$ cat config.mk
export PLATFORM = sky130hd
export DESIGN_NAME = uart_tx_fifo
export DESIGN_NICKNAME = d
export VERILOG_FILES = /design/src/rtl/uart_defs.sv /design/src/rtl/uart_fifo.sv /design/src/rtl/uart_tx_fifo.sv
export SDC_FILE = /design/constraint.sdc
export NUM_CORES = 1
export LEC_CHECK = 0
export CAP_MARGIN = 25
export CORE_AREA = 2 2 90 92
export DETAILED_ROUTE_END_ITERATION = 10
export DIE_AREA = 0 0 92 94
export PLACE_DENSITY = 0.69
export SETUP_SLACK_MARGIN = 0.2
export SLEW_MARGIN = 15
export SYNTH_ARGS = -nofsm -noshare
export SYNTH_HDL_FRONTEND = slang
export SYNTH_HIERARCHICAL = 1
export SYNTH_SLANG_ARGS = --single-unit
$ cat constraint.sdc
create_clock -name clk -period 4.9 [get_ports clk]
set_input_delay 0.98 -clock clk [delete_from_list [all_inputs] [get_ports clk]]
set_output_delay 0.98 -clock clk [all_outputs]
set_load 0.005 [all_outputs]
$ cat src/rtl/uart_defs.sv
// uart_defs: FSM encodings and default frame/baud constants shared by the UART tx and rx paths
package uart_defs;
  typedef enum logic [1:0] {IDLE, START, DATA, STOP} state_t;
  localparam int DEF_DBIT = 8;
  localparam int DEF_SB_TICK = 16;
  localparam int OS_RATE = 16;
  localparam int DEF_BAUD_DIV = 163;
endpackage

$ cat src/rtl/uart_fifo.sv
// uart_fifo: circular buffer with registered full/empty flags
module uart_fifo #(
  parameter int W = 8,
  parameter int AW = 2
) (
  input  logic         clk,
  input  logic         reset,
  input  logic         wr,
  input  logic         rd,
  input  logic [W-1:0] w_data,
  output logic [W-1:0] r_data,
  output logic         full,
  output logic         empty
);
  logic [W-1:0] mem [2**AW];
  logic [AW-1:0] wp, rp;
  logic do_wr, do_rd;
  assign do_wr = wr & ~full;
  assign do_rd = rd & ~empty;
  assign r_data = mem[rp];
  always_ff @(posedge clk)
    if (do_wr) mem[wp] <= w_data;
  always_ff @(posedge clk or posedge reset)
    if (reset) begin
      wp <= '0;
      rp <= '0;
      full <= 1'b0;
      empty <= 1'b1;
    end else begin
      if (do_wr) wp <= wp + AW'(1);
      if (do_rd) rp <= rp + AW'(1);
      if (do_wr && !do_rd) begin
        empty <= 1'b0;
        full <= (wp + AW'(1)) == rp;
      end else if (do_rd && !do_wr) begin
        full <= 1'b0;
        empty <= (rp + AW'(1)) == wp;
      end
    end
endmodule

$ cat src/rtl/uart_tx_fifo.sv
// uart_tx_fifo: buffered 8N1 serial transmitter with 16x oversampled bit timing
module uart_tx_fifo
  import uart_defs::*;
#(
  parameter int DBIT = DEF_DBIT,
  parameter int SB_TICK = DEF_SB_TICK,
  parameter int BAUD_DIV = DEF_BAUD_DIV,
  parameter int FIFO_W = 2
) (
  input  logic            clk,
  input  logic            reset,
  input  logic            wr_uart,
  input  logic [DBIT-1:0] w_data,
  output logic            tx_full,
  output logic            tx_empty,
  output logic            tx_busy,
  output logic            tx_done_tick,
  output logic            tx
);
  localparam int CW = $clog2(BAUD_DIV + 1);
  localparam int SW = $clog2(SB_TICK + OS_RATE);
  localparam int NW = $clog2(DBIT + 1);
  state_t state, state_n;
  logic [CW-1:0] cnt;
  logic [SW-1:0] s, s_n;
  logic [NW-1:0] n, n_n;
  logic [DBIT-1:0] b, b_n, head;
  logic pop, s_tick, tx_n;
  uart_fifo #(.W(DBIT), .AW(FIFO_W)) fifo (
    .clk(clk), .reset(reset), .wr(wr_uart), .rd(pop), .w_data(w_data),
    .r_data(head), .full(tx_full), .empty(tx_empty)
  );
  assign s_tick = state != IDLE && cnt == CW'(BAUD_DIV - 1);
  assign tx_busy = state != IDLE;
  always_ff @(posedge clk or posedge reset)
    if (reset) begin
      state <= IDLE;
      cnt <= '0;
      s <= '0;
      n <= '0;
      b <= '0;
      tx <= 1'b1;
    end else begin
      state <= state_n;
      cnt <= (state == IDLE || s_tick) ? '0 : cnt + CW'(1);
      s <= s_n;
      n <= n_n;
      b <= b_n;
      tx <= tx_n;
    end
  always_comb begin
    state_n = state;
    s_n = s;
    n_n = n;
    b_n = b;
    pop = 1'b0;
    case (state)
      IDLE:
        if (!tx_empty) begin
          pop = 1'b1;
          b_n = head;
          s_n = '0;
          n_n = '0;
          state_n = START;
        end
      START:
        if (s_tick) begin
          s_n = s == SW'(OS_RATE - 1) ? '0 : s + SW'(1);
          state_n = s == SW'(OS_RATE - 1) ? DATA : START;
        end
      DATA:
        if (s_tick) begin
          if (s == SW'(OS_RATE - 1)) begin
            s_n = '0;
            b_n = b >> 1;
            n_n = n + NW'(1);
            state_n = n == NW'(DBIT - 1) ? STOP : DATA;
          end else s_n = s + SW'(1);
        end
      default:
        if (s_tick) begin
          s_n = s + SW'(1);
          state_n = s == SW'(SB_TICK - 1) ? IDLE : STOP;
        end
    endcase
  end
  // line level is registered from the next state so it changes on the same edge as the FSM
  always_comb begin
    tx_n = state_n == START ? 1'b0 : state_n == DATA ? b_n[0] : 1'b1;
    tx_done_tick = state == STOP && s_tick && s == SW'(SB_TICK - 1);
  end
endmodule
After elaboration in Yosys (flattened, before gate mapping)
Memories as Yosys holds them, arrays and structs flattened.
Cells that the tools add are included.
{"block": "totals", "ff_bits": 34, "ramBits": 32, "inputBits": 11, "output_inout_bits": 5, "elab_cells": 84, "mem_count": 1}
{"block": "op_classes", "addsub": 5, "n_eq_ne": 14, "mux": 33, "bitwise_logic": 4, "n_reduce_logical": 16}
{"memory": "fifo.mem", "words": 4, "width": 8, "read_ports": 1, "rd_clocked_by_memory_dff": 0, "wr": 1, "line": "uart_fifo.sv:15", "rtl": "logic [W-1:0] mem [2**AW];"}
{"operator": "$mux 8", "n": 4}
{"operator": "$mux 5", "n": 4}
{"operator": "$pmux 8 s2", "n": 1}
{"operator": "$mux 2", "n": 7}
{"operator": "$mux 4", "n": 3}
{"operator": "$mux 1", "n": 11}
{"operator": "$pmux 5 s2", "n": 1}
{"operator": "$add 8x1->8 const B", "n": 1}
{"operator": "$eq 8x8->1 const B", "n": 1}
{"operator": "$pmux 4 s2", "n": 1}
{"operator": "$reduce_bool 2->1", "n": 4}
{"operator": "$eq 2x2->1 const B", "n": 3}
{"operator": "$ne 2x2->1 const B", "n": 3}
{"operator": "$pmux 2 s3", "n": 1}
{"operator": "$add 5x1->5 const B", "n": 1}
{"operator": "$eq 5x4->1 const B", "n": 1}
{"operator": "$logic_and 1x1->1", "n": 5}
{"operator": "$add 2x1->2 const B", "n": 2}
{"operator": "$add 4x1->4 const B", "n": 1}
{"operator": "$eq 2x1->1 const B", "n": 2}
{"operator": "$eq 2x2->1", "n": 2}
{"operator": "$eq 4x3->1 const B", "n": 1}
{"operator": "$reduce_and 4->1", "n": 1}
{"operator": "$reduce_and 3->1", "n": 1}
{"operator": "other kinds (7)", "n": 10}

Longest topological paths before layout
{"block": "depth", "depth_word": 8, "depth_mapped": 9, "ltp_nobuf": 8}

Cells and area by module
Netlist, hierarchy kept.
{"mod": "uart_tx_fifo", "n_inst": 1, "cells_each": 181, "area_each_um2": 1661.6, "seq_area_each_um2": 701.9}
{"mod": "uart_fifo", "n_inst": 1, "cells_each": 79, "area_each_um2": 1547.7, "seq_area_each_um2": 1112.3}

Least setup slack after synthesis
Ideal clock, no wire load.
{"block": "synth_path", "kind": "reg-to-output", "from": "register state[0]", "to": "output port tx_done_tick", "arrival_time_ns": 1.377, "required_time_ns": 3.920, "slack_ns": 2.543, "path_stages_with_launch": 6, "n_path_buf": 0, "cell_sequence": "dfrtp_1 > inv_1 > ha_1 > nor4b_1 > nand2_1 > nor2_1"}
{"block": "synth_via", "elab_chain_len": 4, "word_cells_on_any_way": 5, "classes_between": "eq/ne: 1; reduce/logical: 4"}
{"item": "from (decl)", "line": "uart_tx_fifo.sv:23", "rtl": "state_t state, state_n;"}
{"item": "from (signal assigned)", "line": "uart_tx_fifo.sv:44", "rtl": "state <= state_n;"}
{"item": "$reduce_bool 2->1", "line": "uart_tx_fifo.sv:33", "rtl": "assign s_tick = state != IDLE && cnt == CW'(BAUD_DIV - 1);"}
{"item": "$logic_and 1x1->1", "line": "uart_tx_fifo.sv:33"}
{"item": "$logic_and 1x1->1 (*) (2 in a row)", "line": "uart_tx_fifo.sv:90", "rtl": "tx_done_tick = state == STOP && s_tick && s == SW'(SB_TICK - 1);"}
{"item": "to (decl)", "line": "uart_tx_fifo.sv:17", "rtl": "output logic tx_done_tick,"}
Mark *: on every way between the ends. The rest lies on a longest branch, timed or not.

Final worst setup path
Same ends and word-level chain as after synthesis.

==> flow_results.xml <==
<?xml version="1.0" encoding="UTF-8"?>
<metrics>
  <group name="sta">
    <metric name="skew" unit="ns">0.00923</metric>
    <metric name="normalized_max_slew_margin" unit="">0.579</metric>
    <metric name="worstMarginPinSlew" unit="ns">0.631</metric>
    <metric name="final_max_slew_viol_count" unit="">0</metric>
    <metric name="final.min_clock_period" unit="ns">3.46</metric>
    <metric name="timing.final.crit_share" unit="">0.707</metric>
    <metric name="timing.fmax" unit="MHz">289</metric>
    <metric name="timing.final.setup_violations" unit="">0</metric>
    <metric name="final.setup.tns" unit="ns">0</metric>
    <metric name="hold_viol" unit="">0</metric>
    <metric name="rsz0062_at_grt" unit="">no</metric>
  </group>
  <group name="pwr">
    <metric name="leakage" unit="nW">1.42</metric>
    <metric name="power_switching" unit="W">0.000649</metric>
    <metric name="power.switching_fraction" unit="">0.350</metric>
    <metric name="share_clk_of_total_power" unit="">0.217</metric>
    <metric name="power_density_of_the_placed_cells" unit="mW/mm²">510</metric>
    <metric name="ir_worst_vdd" unit="V">0.000346</metric>
    <metric name="pwr-share-seq" unit="">0.465</metric>
    <metric name="pwr-share-comb" unit="">0.319</metric>
    <metric name="p_int" unit="W">0.00121</metric>
  </group>
  <group name="floorplanning">
    <metric name="die_width" unit="µm">92</metric>
    <metric name="floorplan.initialDensity" unit="">0.422</metric>
    <metric name="placeableCoreArea" unit="mm²">0.00761</metric>
    <metric name="placement_rows" unit="">32</metric>
    <metric name="die_area" unit="mm²">0.00865</metric>
    <metric name="ioPinCount" unit="">16</metric>
    <metric name="die_height" unit="µm">94</metric>
  </group>
  <group name="hold_path">
    <metric name="holdCritStartpoint" unit="">cnt[0]$_DFF_PP0_</metric>
    <metric name="holdCritPathClass" unit="">reg2reg</metric>
  </group>
  <group name="detailed_routing">
    <metric name="routed_wire_length_per_instance" unit="µm">14.5</metric>
    <metric name="dr.pass1.iters" unit="">4</metric>
    <metric name="detail_route.iter0.violations" unit="">72</metric>
    <metric name="routed_via_density" unit="">5.11</metric>
    <metric name="drt_drc_violations_left" unit="">0</metric>
    <metric name="wl" unit="mm">5.57</metric>
    <metric name="num_vias" unit="">1968</metric>
    <metric name="final_antenna_net_count" unit="">0</metric>
  </group>
  <group name="clock_network">
    <metric name="cts_made_buffers" unit="">9</metric>
    <metric name="cts-root-buf" unit="">sky130_fd_sc_hd__clkbuf_8</metric>
    <metric name="clock-sinks" unit="">66</metric>
    <metric name="clock_latency_of_the_later_clocked_register_in_the_worst_skew_pair" unit="ns">0.35</metric>
    <metric name="cts.hold.buffers_added" unit="">0</metric>
    <metric name="post_cts.repair.setup_buffers" unit="">0</metric>
    <metric name="htree_levels" unit="">3</metric>
    <metric name="cts_repair_resize_count" unit="">0</metric>
    <metric name="clock_tree.buffer_depth" unit="">2</metric>
    <metric name="clock_tree_from_tritoncts" unit="">yes</metric>
    <metric name="clkSlewWorstSetupHoldPaths" unit="ns">0.08</metric>
  </group>
  <group name="synthesis">
    <metric name="synth-edff-count" unit="">32</metric>
    <metric name="ys_warn_count" unit="">6</metric>
    <metric name="synth_largest_area_cell" unit="">sky130_fd_sc_hd__edfxtp_1</metric>
    <metric name="ys_top_cells_by_area" unit="">sky130_fd_sc_hd__edfxtp_1 (30%), sky130_fd_sc_hd__dfrtp_1 (25%), sky130_fd_sc_hd__ha_1 (7.0%)</metric>
    <metric name="netlist_area" unit="mm²">0.00321</metric>
    <metric name="synthDominantCellAreaShare" unit="">0.299</metric>
    <metric name="post_synth_inst_count" unit="">260</metric>
    <metric name="syn-mean-instance-area" unit="µm²">12.3</metric>
    <metric name="most_common_flop_cell_mapped_by_yosys" unit="">sky130_fd_sc_hd__edfxtp_1</metric>
    <metric name="synth_seq_area_share" unit="">0.565</metric>
    <metric name="synthesized_netlist_net_count" unit="">289</metric>
    <metric name="postSynthRegisterBits" unit="">66</metric>
    <metric name="count_of_cell_types_in_the_netlist" unit="">52</metric>
    <metric name="ys_async_sr_fraction" unit="">0.515</metric>
  </group>
  <group name="critical_path">
    <metric name="worst_setup_path_startpoint" unit="">state[0]$_DFF_PP0_</metric>
    <metric name="critPathLaunchType" unit="">flop</metric>
    <metric name="worst_path_arrival" unit="ns">2.48</metric>
    <metric name="setup.worst_path.class" unit="">reg2out</metric>
    <metric name="timing.rr.start" unit="">state[0]$_DFF_PP0_</metric>
    <metric name="cp_max_fo" unit="">8</metric>
    <metric name="endpoint_kind" unit="">primary output</metric>
    <metric name="worst-endpoint-required" unit="ns">3.92</metric>
  </group>
  <group name="global_route">
    <metric name="grt_util_all_layers" unit="">0.143</metric>
    <metric name="globalRouteOverflowTotal" unit="">0</metric>
    <metric name="grt_max_degree" unit="">21</metric>
    <metric name="via_count_of_the_first_global_routing_pass" unit="">2017</metric>
    <metric name="initial_antenna_violation_count" unit="">0</metric>
    <metric name="grt_pass1_wl" unit="mm">9.48</metric>
  </group>
  <group name="finish">
    <metric name="finish.instance_area" unit="mm²">0.00364</metric>
    <metric name="final_core_util" unit="">0.478</metric>
    <metric name="fin_nets" unit="">307</metric>
    <metric name="number_of_inserted_diodes" unit="">0</metric>
    <metric name="drive_above_1_share" unit="">0.131</metric>
    <metric name="final_cell_mix" unit="">sky130_fd_sc_hd__dfrtp_1 (32), sky130_fd_sc_hd__edfxtp_1 (32), sky130_fd_sc_hd__nor2_1 (28)</metric>
    <metric name="area_delta_synth_final" unit="%">13.4</metric>
  </group>
  <group name="placement">
    <metric name="dpl_cell_area" unit="mm²">0.00346</metric>
    <metric name="dp_hpwl" unit="mm">3.90</metric>
    <metric name="place.gp.congestion" unit="">0.849</metric>
    <metric name="numPortBuffers" unit="">15</metric>
  </group>
  <group name="flow_run">
    <metric name="drv_cap" unit="">0</metric>
  </group>
  <group name="status">
    <metric name="outcome" unit="">complete, no violations</metric>
  </group>
</metrics>
## worst max-delay path, stage by stage, from the launching register on
cell	delay [ns]
sky130_fd_sc_hd__dfrtp_1	0.44
sky130_fd_sc_hd__inv_1	0.13
sky130_fd_sc_hd__ha_1	0.32
sky130_fd_sc_hd__nor4b_1	0.39
sky130_fd_sc_hd__nand2_1	0.22
sky130_fd_sc_hd__nor2_1	0.14
sky130_fd_sc_hd__clkdlybuf4s50_1	0.50
## through the flow
| step | worst slack (ns) | hold WS, ns | instances | total power [W] |
|---|---|---|---|---|
| finish | 1.44 | 0.494 | 385 | 0.00186 |
| global route | 1.16 | 0.547 | 385 | 0.00199 |
| CTS | 1.47 | 0.507 | 385 | 0.00188 |
| detailed placement | 1.87 | 0.474 | 369 | 0.00147 |
| global placement | 1.93 | 0.459 | 368 | 0.00144 |
| floorplan | 2.54 | 0.446 | 260 | 0.00132 |
## registers in the layout (all words and copies together), names as in the netlist
register and count:
b 8, cnt 8, fifo/empty 1, fifo/full 1
fifo/mem 32, fifo/rp 2, fifo/wp 2, n 4
s 5, state 2, tx 1
## layer usage
| metal | track usage | routed length, µm |
|---|---|---|
| met1 | 0.166 | 2480 |
| met2 | 0.250 | 2820 |
| met3 | 0.0457 | 205 |
| met4 | 0.0498 | 65 |
| met5 | 0 | 0 |
## power groups by stage
stage	Combinational (W)	Clock, W	Sequential (W)
floorplan	0.000503	0	0.000813
global placement	0.000574	0	0.000865
detailed placement	0.000598	0	0.000875
CTS	0.000599	0.000417	0.000865
global route	0.000661	0.000441	0.000885
finish	0.000591	0.000402	0.000862
## cell usage after synthesis, types with 3 or more instances
cell / count
sky130_fd_sc_hd__ha_1: 18
sky130_fd_sc_hd__inv_1: 16
sky130_fd_sc_hd__o211ai_1: 3
sky130_fd_sc_hd__clkbuf_1: 5
sky130_fd_sc_hd__mux2i_1: 4
sky130_fd_sc_hd__nor3_1: 7
sky130_fd_sc_hd__xnor2_1: 10
sky130_fd_sc_hd__and2_1: 5
sky130_fd_sc_hd__dfrtp_1: 32
sky130_fd_sc_hd__nor2_1: 28
sky130_fd_sc_hd__a21oi_1: 3
sky130_fd_sc_hd__o21ai_0: 5
sky130_fd_sc_hd__nand2_1: 22
sky130_fd_sc_hd__edfxtp_1: 32
sky130_fd_sc_hd__xor2_1: 4
sky130_fd_sc_hd__mux4_2: 7
sky130_fd_sc_hd__nand4_1: 3
sky130_fd_sc_hd__a211oi_1: 6
sky130_fd_sc_hd__nand3_1: 9
## cells by family after synthesis
| kind of cell | count (synthesis) | share of synthesized area |
|---|---|---|
| AND/OR/NAND/NOR | 94 | 0.150 |
| flip-flops | 66 | 0.565 |
| AO/OA/AOI/OAI | 30 | 0.0710 |
| buffers and inverters | 26 | 0.0359 |
| adder cells (fa/ha/maj) | 18 | 0.0702 |
| XOR/XNOR | 14 | 0.0382 |
| multiplexers | 12 | 0.0698 |
## worst paths after layout
kind / cells past startpoint / to / slack (ns)
min in group asynchronous: 2 / fifo/full$_DFFE_PP0P_ / 0.88
max reg2reg: 7 / b[6]$_DFFE_PP0P_ / 2.38
max: 6 / tx_done_tick / 1.44
min: 1 / cnt[0]$_DFF_PP0_ / 0.49
min reg2reg: 1 / cnt[0]$_DFF_PP0_ / 0.49
max in group asynchronous: 3 / b[6]$_DFFE_PP0P_ / 3.50
## final cells by class
cell class | count | area, µm²
inverters | 17 | 63.8
fillers | 719 | 3970
repair buffers | 16 | 178
flip-flops and latches | 66 | 1810
clock buffers | 9 | 124
well taps | 102 | 128
multi-input cells | 168 | 1280
clock inverters | 7 | 52.6
Note: power is estimated with default switching activity, not from simulation.
